### src/rtl/pipeline_pkg.sv
// Shared definitions for the issue side of the register scoreboard:
// unit codes, scoreboard entry layout and the issue FSM state type.
package pipeline_pkg;

   localparam logic [1:0] UNIT_ALU = 2'd0;
   localparam logic [1:0] UNIT_MEM = 2'd1;
   localparam logic [1:0] UNIT_MUL = 2'd2;
   localparam logic [1:0] UNIT_BR  = 2'd3;

   localparam int unsigned SB_PENDING = 7;
   localparam int unsigned SB_UNIT_HI = 6;
   localparam int unsigned SB_UNIT_LO = 5;
   localparam int unsigned SB_POS_HI  = 4;
   localparam int unsigned SB_POS_LO  = 0;

   typedef enum logic [2:0] {
      IDLE,
      CHK_RS,
      CHK_RT,
      CHK_RD,
      ISSUE
   } issue_state_e;

endpackage

### src/rtl/hazard_check.sv
// Combinational register-readiness test shared by every check state:
// r0, a non-pending entry, or a same-cycle writeback clear all count as ready.
module hazard_check
   import pipeline_pkg::*;
#(
   parameter int unsigned REG_W = 5
) (
   input  logic [REG_W-1:0] addr,
   input  logic [7:0]       sb_data,
   input  logic [REG_W-1:0] clear_addr,
   input  logic             clear_en,
   output logic             ready
);

   // Only the pending bit matters for issue; unit/position feed other consumers.
   logic sb_fields_unused;
   assign sb_fields_unused = ^{sb_data[SB_UNIT_HI:SB_UNIT_LO], sb_data[SB_POS_HI:SB_POS_LO]};

   assign ready = (addr == '0)
                || !sb_data[SB_PENDING]
                || (clear_en && (clear_addr == addr));

endmodule

### src/rtl/issue_unit.sv
// In-order issue controller: checks rs/rt/rd through the scoreboard read port,
// stalls on hazards, then dispatches and reserves rd via the scoreboard write port.
module issue_unit
   import pipeline_pkg::*;
#(
   parameter int unsigned REG_W   = 5,
   parameter int unsigned STALL_W = 16
) (
   input  logic               clock,
   input  logic               reset,
   input  logic               in_valid,
   output logic               in_ready,
   input  logic [REG_W-1:0]   in_rs,
   input  logic [REG_W-1:0]   in_rt,
   input  logic [REG_W-1:0]   in_rd,
   input  logic [1:0]         in_unit,
   input  logic               in_uses_rt,
   input  logic               in_writes_rd,
   output logic [REG_W-1:0]   sb_addr,
   input  logic [7:0]         sb_data,
   output logic [REG_W-1:0]   sb_writeaddr,
   output logic [1:0]         sb_registerstage,
   output logic               sb_enablewrite,
   input  logic [REG_W-1:0]   sb_clearaddr,
   input  logic               sb_enableclear,
   output logic               fu_valid,
   input  logic               fu_ready,
   output logic [REG_W-1:0]   fu_rs,
   output logic [REG_W-1:0]   fu_rt,
   output logic [REG_W-1:0]   fu_rd,
   output logic [1:0]         fu_unit,
   output logic [STALL_W-1:0] stall_count
);

   issue_state_e     state;
   logic [REG_W-1:0] rs_q, rt_q, rd_q;
   logic [1:0]       unit_q;
   logic             uses_rt_q, writes_rd_q;

   logic [REG_W-1:0] chk_addr;
   logic             chk_ok;
   logic             rd_needed;
   logic             issuing;
   logic             stall;

   assign rd_needed = writes_rd_q && (rd_q != '0);

   always_comb begin
      chk_addr = '0;
      case (state)
         CHK_RS:  chk_addr = rs_q;
         CHK_RT:  chk_addr = rt_q;
         CHK_RD:  chk_addr = rd_q;
         default: chk_addr = '0;
      endcase
   end

   hazard_check #(.REG_W(REG_W)) u_hazard_check (
      .addr       (chk_addr),
      .sb_data    (sb_data),
      .clear_addr (sb_clearaddr),
      .clear_en   (sb_enableclear),
      .ready      (chk_ok)
   );

   assign issuing = (state == ISSUE) && fu_ready;
   assign stall   = ((state == CHK_RS || state == CHK_RT || state == CHK_RD) && !chk_ok)
                 || ((state == ISSUE) && !fu_ready);

   always_ff @(posedge clock or negedge reset) begin
      if (!reset) begin
         state       <= IDLE;
         rs_q        <= '0;
         rt_q        <= '0;
         rd_q        <= '0;
         unit_q      <= '0;
         uses_rt_q   <= 1'b0;
         writes_rd_q <= 1'b0;
      end else begin
         case (state)
            IDLE: begin
               if (in_valid) begin
                  rs_q        <= in_rs;
                  rt_q        <= in_rt;
                  rd_q        <= in_rd;
                  unit_q      <= in_unit;
                  uses_rt_q   <= in_uses_rt;
                  writes_rd_q <= in_writes_rd;
                  state       <= CHK_RS;
               end
            end
            CHK_RS: begin
               if (chk_ok) begin
                  if (uses_rt_q)      state <= CHK_RT;
                  else if (rd_needed) state <= CHK_RD;
                  else                state <= ISSUE;
               end
            end
            CHK_RT: begin
               if (chk_ok) state <= rd_needed ? CHK_RD : ISSUE;
            end
            CHK_RD: begin
               if (chk_ok) state <= ISSUE;
            end
            ISSUE: begin
               if (fu_ready) state <= IDLE;
            end
            default: state <= IDLE;
         endcase
      end
   end

   always_ff @(posedge clock or negedge reset) begin
      if (!reset) begin
         stall_count <= '0;
      end else if (stall && (stall_count != '1)) begin
         stall_count <= stall_count + 1'b1;
      end
   end

   assign in_ready         = (state == IDLE);
   assign sb_addr          = chk_addr;
   assign fu_valid         = issuing;
   assign fu_rs            = issuing ? rs_q   : '0;
   assign fu_rt            = issuing ? rt_q   : '0;
   assign fu_rd            = issuing ? rd_q   : '0;
   assign fu_unit          = issuing ? unit_q : '0;
   assign sb_enablewrite   = issuing && rd_needed;
   assign sb_writeaddr     = sb_enablewrite ? rd_q   : '0;
   assign sb_registerstage = sb_enablewrite ? unit_q : '0;

endmodule

### config.mk
export PLATFORM = sky130hd
export DESIGN_NAME = issue_unit
export DESIGN_NICKNAME = d
export VERILOG_FILES = /design/src/rtl/pipeline_pkg.sv /design/src/rtl/hazard_check.sv /design/src/rtl/issue_unit.sv
export SDC_FILE = /design/constraint.sdc
export NUM_CORES = 1
export LEC_CHECK = 0
export CAP_MARGIN = 25
export CORE_ASPECT_RATIO = 1.25
export CORE_MARGIN = 1
export CORE_UTILIZATION = 48
export CTS_CLUSTER_SIZE = 40
export DETAILED_ROUTE_END_ITERATION = 10
export HOLD_SLACK_MARGIN = 0.12
export PLACE_DENSITY = 0.91
export SYNTH_ARGS = -nofsm -noshare
export SYNTH_HDL_FRONTEND = slang
export SYNTH_SLANG_ARGS = --single-unit
### constraint.sdc
create_clock -name clock -period 3.5 [get_ports clock]
set_input_delay 0.7 -clock clock [delete_from_list [all_inputs] [get_ports clock]]
set_output_delay 0.7 -clock clock [all_outputs]
set_load 0.005 [all_outputs]
==> results.yml <==
final_layout:
  nFillCells: 327
  diodes: 0
  drive_gt1_frac: 0.106
  nets: 341
  syn2layout_area_growth_pct: 40.5
  multiInputGateArea_um2: 1170
  design_area_um2: 3130
  seqCellArea_um2: 951
synthesis:
  synth_top_area_cell: "dfrtp_1"
  synth_area_per_cell_um2: 9.66
  synth_fp_nets: 269
  synthDistinctLibCells: 43
  synth_warnings: 0
  yosys-top-cells-area: "dfrtp_1, mux2_2, xnor2_1, and2_1, o21ai_0"
  netlist_instances: 231
  ys_seq_elements: 38
  synth_top_area_share: 0.426
  async_flop_share: 1.00
  ys.flop_type: "dfrtp_1"
  synth_edf_count: 0
  synthesis.area_um2: 2230
  synth.yosys.seq_area_share: 0.426
placement:
  dpl.hpwl_um: 3960
  portBuffers: 77
  gp_congestion: 0.830
  placed_area_um2: 3020
floorplanning:
  die_area_um2: 4930
  rows: 27
  die_h_um: 78.2
  core_um2: 4430
  die_w_um: 63.0
  initial_core_util: 0.504
  io_pins: 85
setup_path:
  startpoint_type: "input port"
  cp_slowest_cell: "clkdlybuf4s50_1"
  cp_max_fo: 22
  cp.required_ns: 2.80
  cp-startpoint: "fu_ready"
  r2r_start: "state[1]"
  cpMostUsedCell: "clkdlybuf4s50_1"
  cp.arrival_ns: 2.28
  reg2regPathDepth: 8
  slowest_delay_ns: 0.51
  crit_chain: "clkdlybuf4s50_1 > and3_1 > buf_4 > and2_1 > clkdlybuf4s50_1"
  r2r_slack_ns: 0.56
  r2r-end: "stall_count[1]"
  critPathCapture: "fu_rd[4]"
  end_kind: "output pin"
  crit_type: "input port to output pin"
sta:
  rsz0062_at_grt: "false"
  fin_crit_ns: 2.98
  slew_headroom: 0.439
  drv_slew: 0
  worst_pin_slew_ns: 0.842
  fin_skew_ns: 0.00408
  fin_setup_tns_ns: 0
  fin_crit_sh: 0.850
  setup_viol: 0
  timing.fmax_mhz: 336
  finalHoldViolCount: 0
clock_tree:
  cts_tree: "done"
  clk_latency_ns: 0.29
  cts.sinks: 38
  cts-hold-fix-buffers: 0
  cts_resized: 0
  cts-root-buf: "clkbuf_8"
  h-tree-depth: 2
  cts_setup_buffers: 0
  cts_buffers: 5
  clockBufferDepth: 2
  clk_pin_slew_ns: 0.07
outcome:
  status: "finished clean"
drt:
  wirelength_um: 5530
  vias: 2012
  drtIter0Drc: 73
  drt-pass1-iter-count: 4
  route.detailed.drc: 0
  wl_per_cell_um: 15.3
  antenna_left: 0
  viasPerCell: 5.57
power:
  p_leak_nw: 1.24
  pwr_density_cell_nw_per_um2: 648
  peakVddDrop_v: 0.000363
global_route:
  antenna_found_initial: 0
  grt_pass1_wl_um: 9090
  grt_max_degree: 39
  gr-usage-all-layers: 0.239
  grt_pass1_vias: 1907
  gr-total-overflow: 0
hold_path:
  hold_path.startpoint: "stall_count[9]"
  hp-class: "flop to flop"
run:
  maxCapViolCount: 0
==> how the worst min path moves through the flow <==
stage,slack (ns),endpoint,cells past startpoint
final,0.51,stall_count[9],1
after global placement,0.48,stall_count[9],1
after CTS,0.50,stall_count[9],1
after global routing,0.52,stall_count[9],1
after floorplan,0.40,rd_q[0],0
after detailed placement,0.49,stall_count[9],1
==> metrics by stage <==
step / utilization / std cells / hold slack (ns) / power, mW / setup slack, ns
2_1_floorplan: - / 231 / 0.404 / 1.29 / 1.21
3_3_place_gp: 0.683 / 354 / 0.476 / 1.62 / 0.510
4_1_cts: 0.708 / 361 / 0.504 / 2.04 / 0.521
6_report: 0.708 / 361 / 0.506 / 2.03 / 0.525
3_5_place_dp: 0.683 / 354 / 0.490 / 1.65 / 0.420
5_1_grt: 0.708 / 361 / 0.520 / 2.17 / 0.408
==> power breakdown <==
| part | internal, mW | total [mW] | switching, mW |
|---|---|---|---|
| Combinational | 0.487 | 0.855 | 0.368 |
| Sequential | 0.594 | 0.801 | 0.207 |
| Clock | 0.228 | 0.376 | 0.148 |
| Total | 1.31 | 2.03 | 0.723 |
==> metal layers <==
metal | global-route usage | wire length, µm | up-vias
met1 | 0.305 | 2370 | 960
met4 | 0.0930 | 87 | 0
met2 | 0.383 | 2750 | 66
met3 | 0.0640 | 315 | 7
met5 | 0 | 0 | -
li1 | - | - | 979
==> kinds of logic after synthesis <==
family | synth area share
simple gates | 0.200
compound gates | 0.139
xor+xnor | 0.0510
mux | 0.128
buf+inv | 0.0499
flops | 0.426
fa+ha+maj | 0.00561
==> cell usage after synthesis, drive strengths merged (2+ instances only) <==
| library cell | instances |
|---|---|
| mux2i | 5 |
| o32ai | 4 |
| xnor2 | 13 |
| nor4 | 2 |
| a22oi | 3 |
| o211ai | 3 |
| buf | 6 |
| o2111ai | 4 |
| nand4 | 2 |
| nor2 | 15 |
| nor3b | 2 |
| a31oi | 2 |
| inv | 11 |
| nand3 | 7 |
| and3 | 10 |
| mux2 | 21 |
| a21oi | 2 |
| nand2b | 4 |
| o41ai | 2 |
| dfrtp | 38 |
| nand2 | 8 |
| clkbuf | 9 |
| o21ai | 16 |
| nor3 | 9 |
| and2 | 16 |
| or3 | 3 |
| o22ai | 2 |
==> area by class of cell <==
| type | count | area share |
|---|---|---|
| Multi-Input combinational cell | 167 | 0.373 |
| Sequential cell | 38 | 0.303 |
| Timing Repair Buffer | 80 | 0.251 |
| Clock buffer | 6 | 0.0263 |
| Tap cell | 58 | 0.0232 |
| Inverter | 11 | 0.0132 |
| Clock inverter | 1 | 0.00958 |
==> cells in the final DEF (no fill, tap or decap), types with 2 or more instances in the layout <==
cell	n
a22oi_1	3
nand2_1	8
o41ai_1	2
nor3b_1	2
dfrtp_1	38
a21oi_1	2
buf_4	3
nor2_1	15
mux2i_1	5
nand4_1	2
o21ai_0	15
nand3_1	7
clkdlybuf4s50_1	76
a31oi_1	2
o2111ai_1	4
nor3_1	9
or3_1	3
and3_1	10
xnor2_1	13
o22ai_1	2
o32ai_1	4
nor4_1	2
nand2b_1	4
clkbuf_8	6
mux2_2	21
and2_1	16
o211ai_1	3
inv_1	11
==> state kept, by name (all words and copies together), names as in the netlist <==
name	flops
stall_count	16
rd_q	5
rs_q	5
rt_q	5
state	3
unit_q	2
uses_rt_q	1
writes_rd_q	1
==> worst max-delay path: cells and delay by family <==
kind	cells	cell delay, ns
simple gates	2	0.35
buf+inv	3	1.22
No activity file was read; power rests on OpenSTA's default activity.
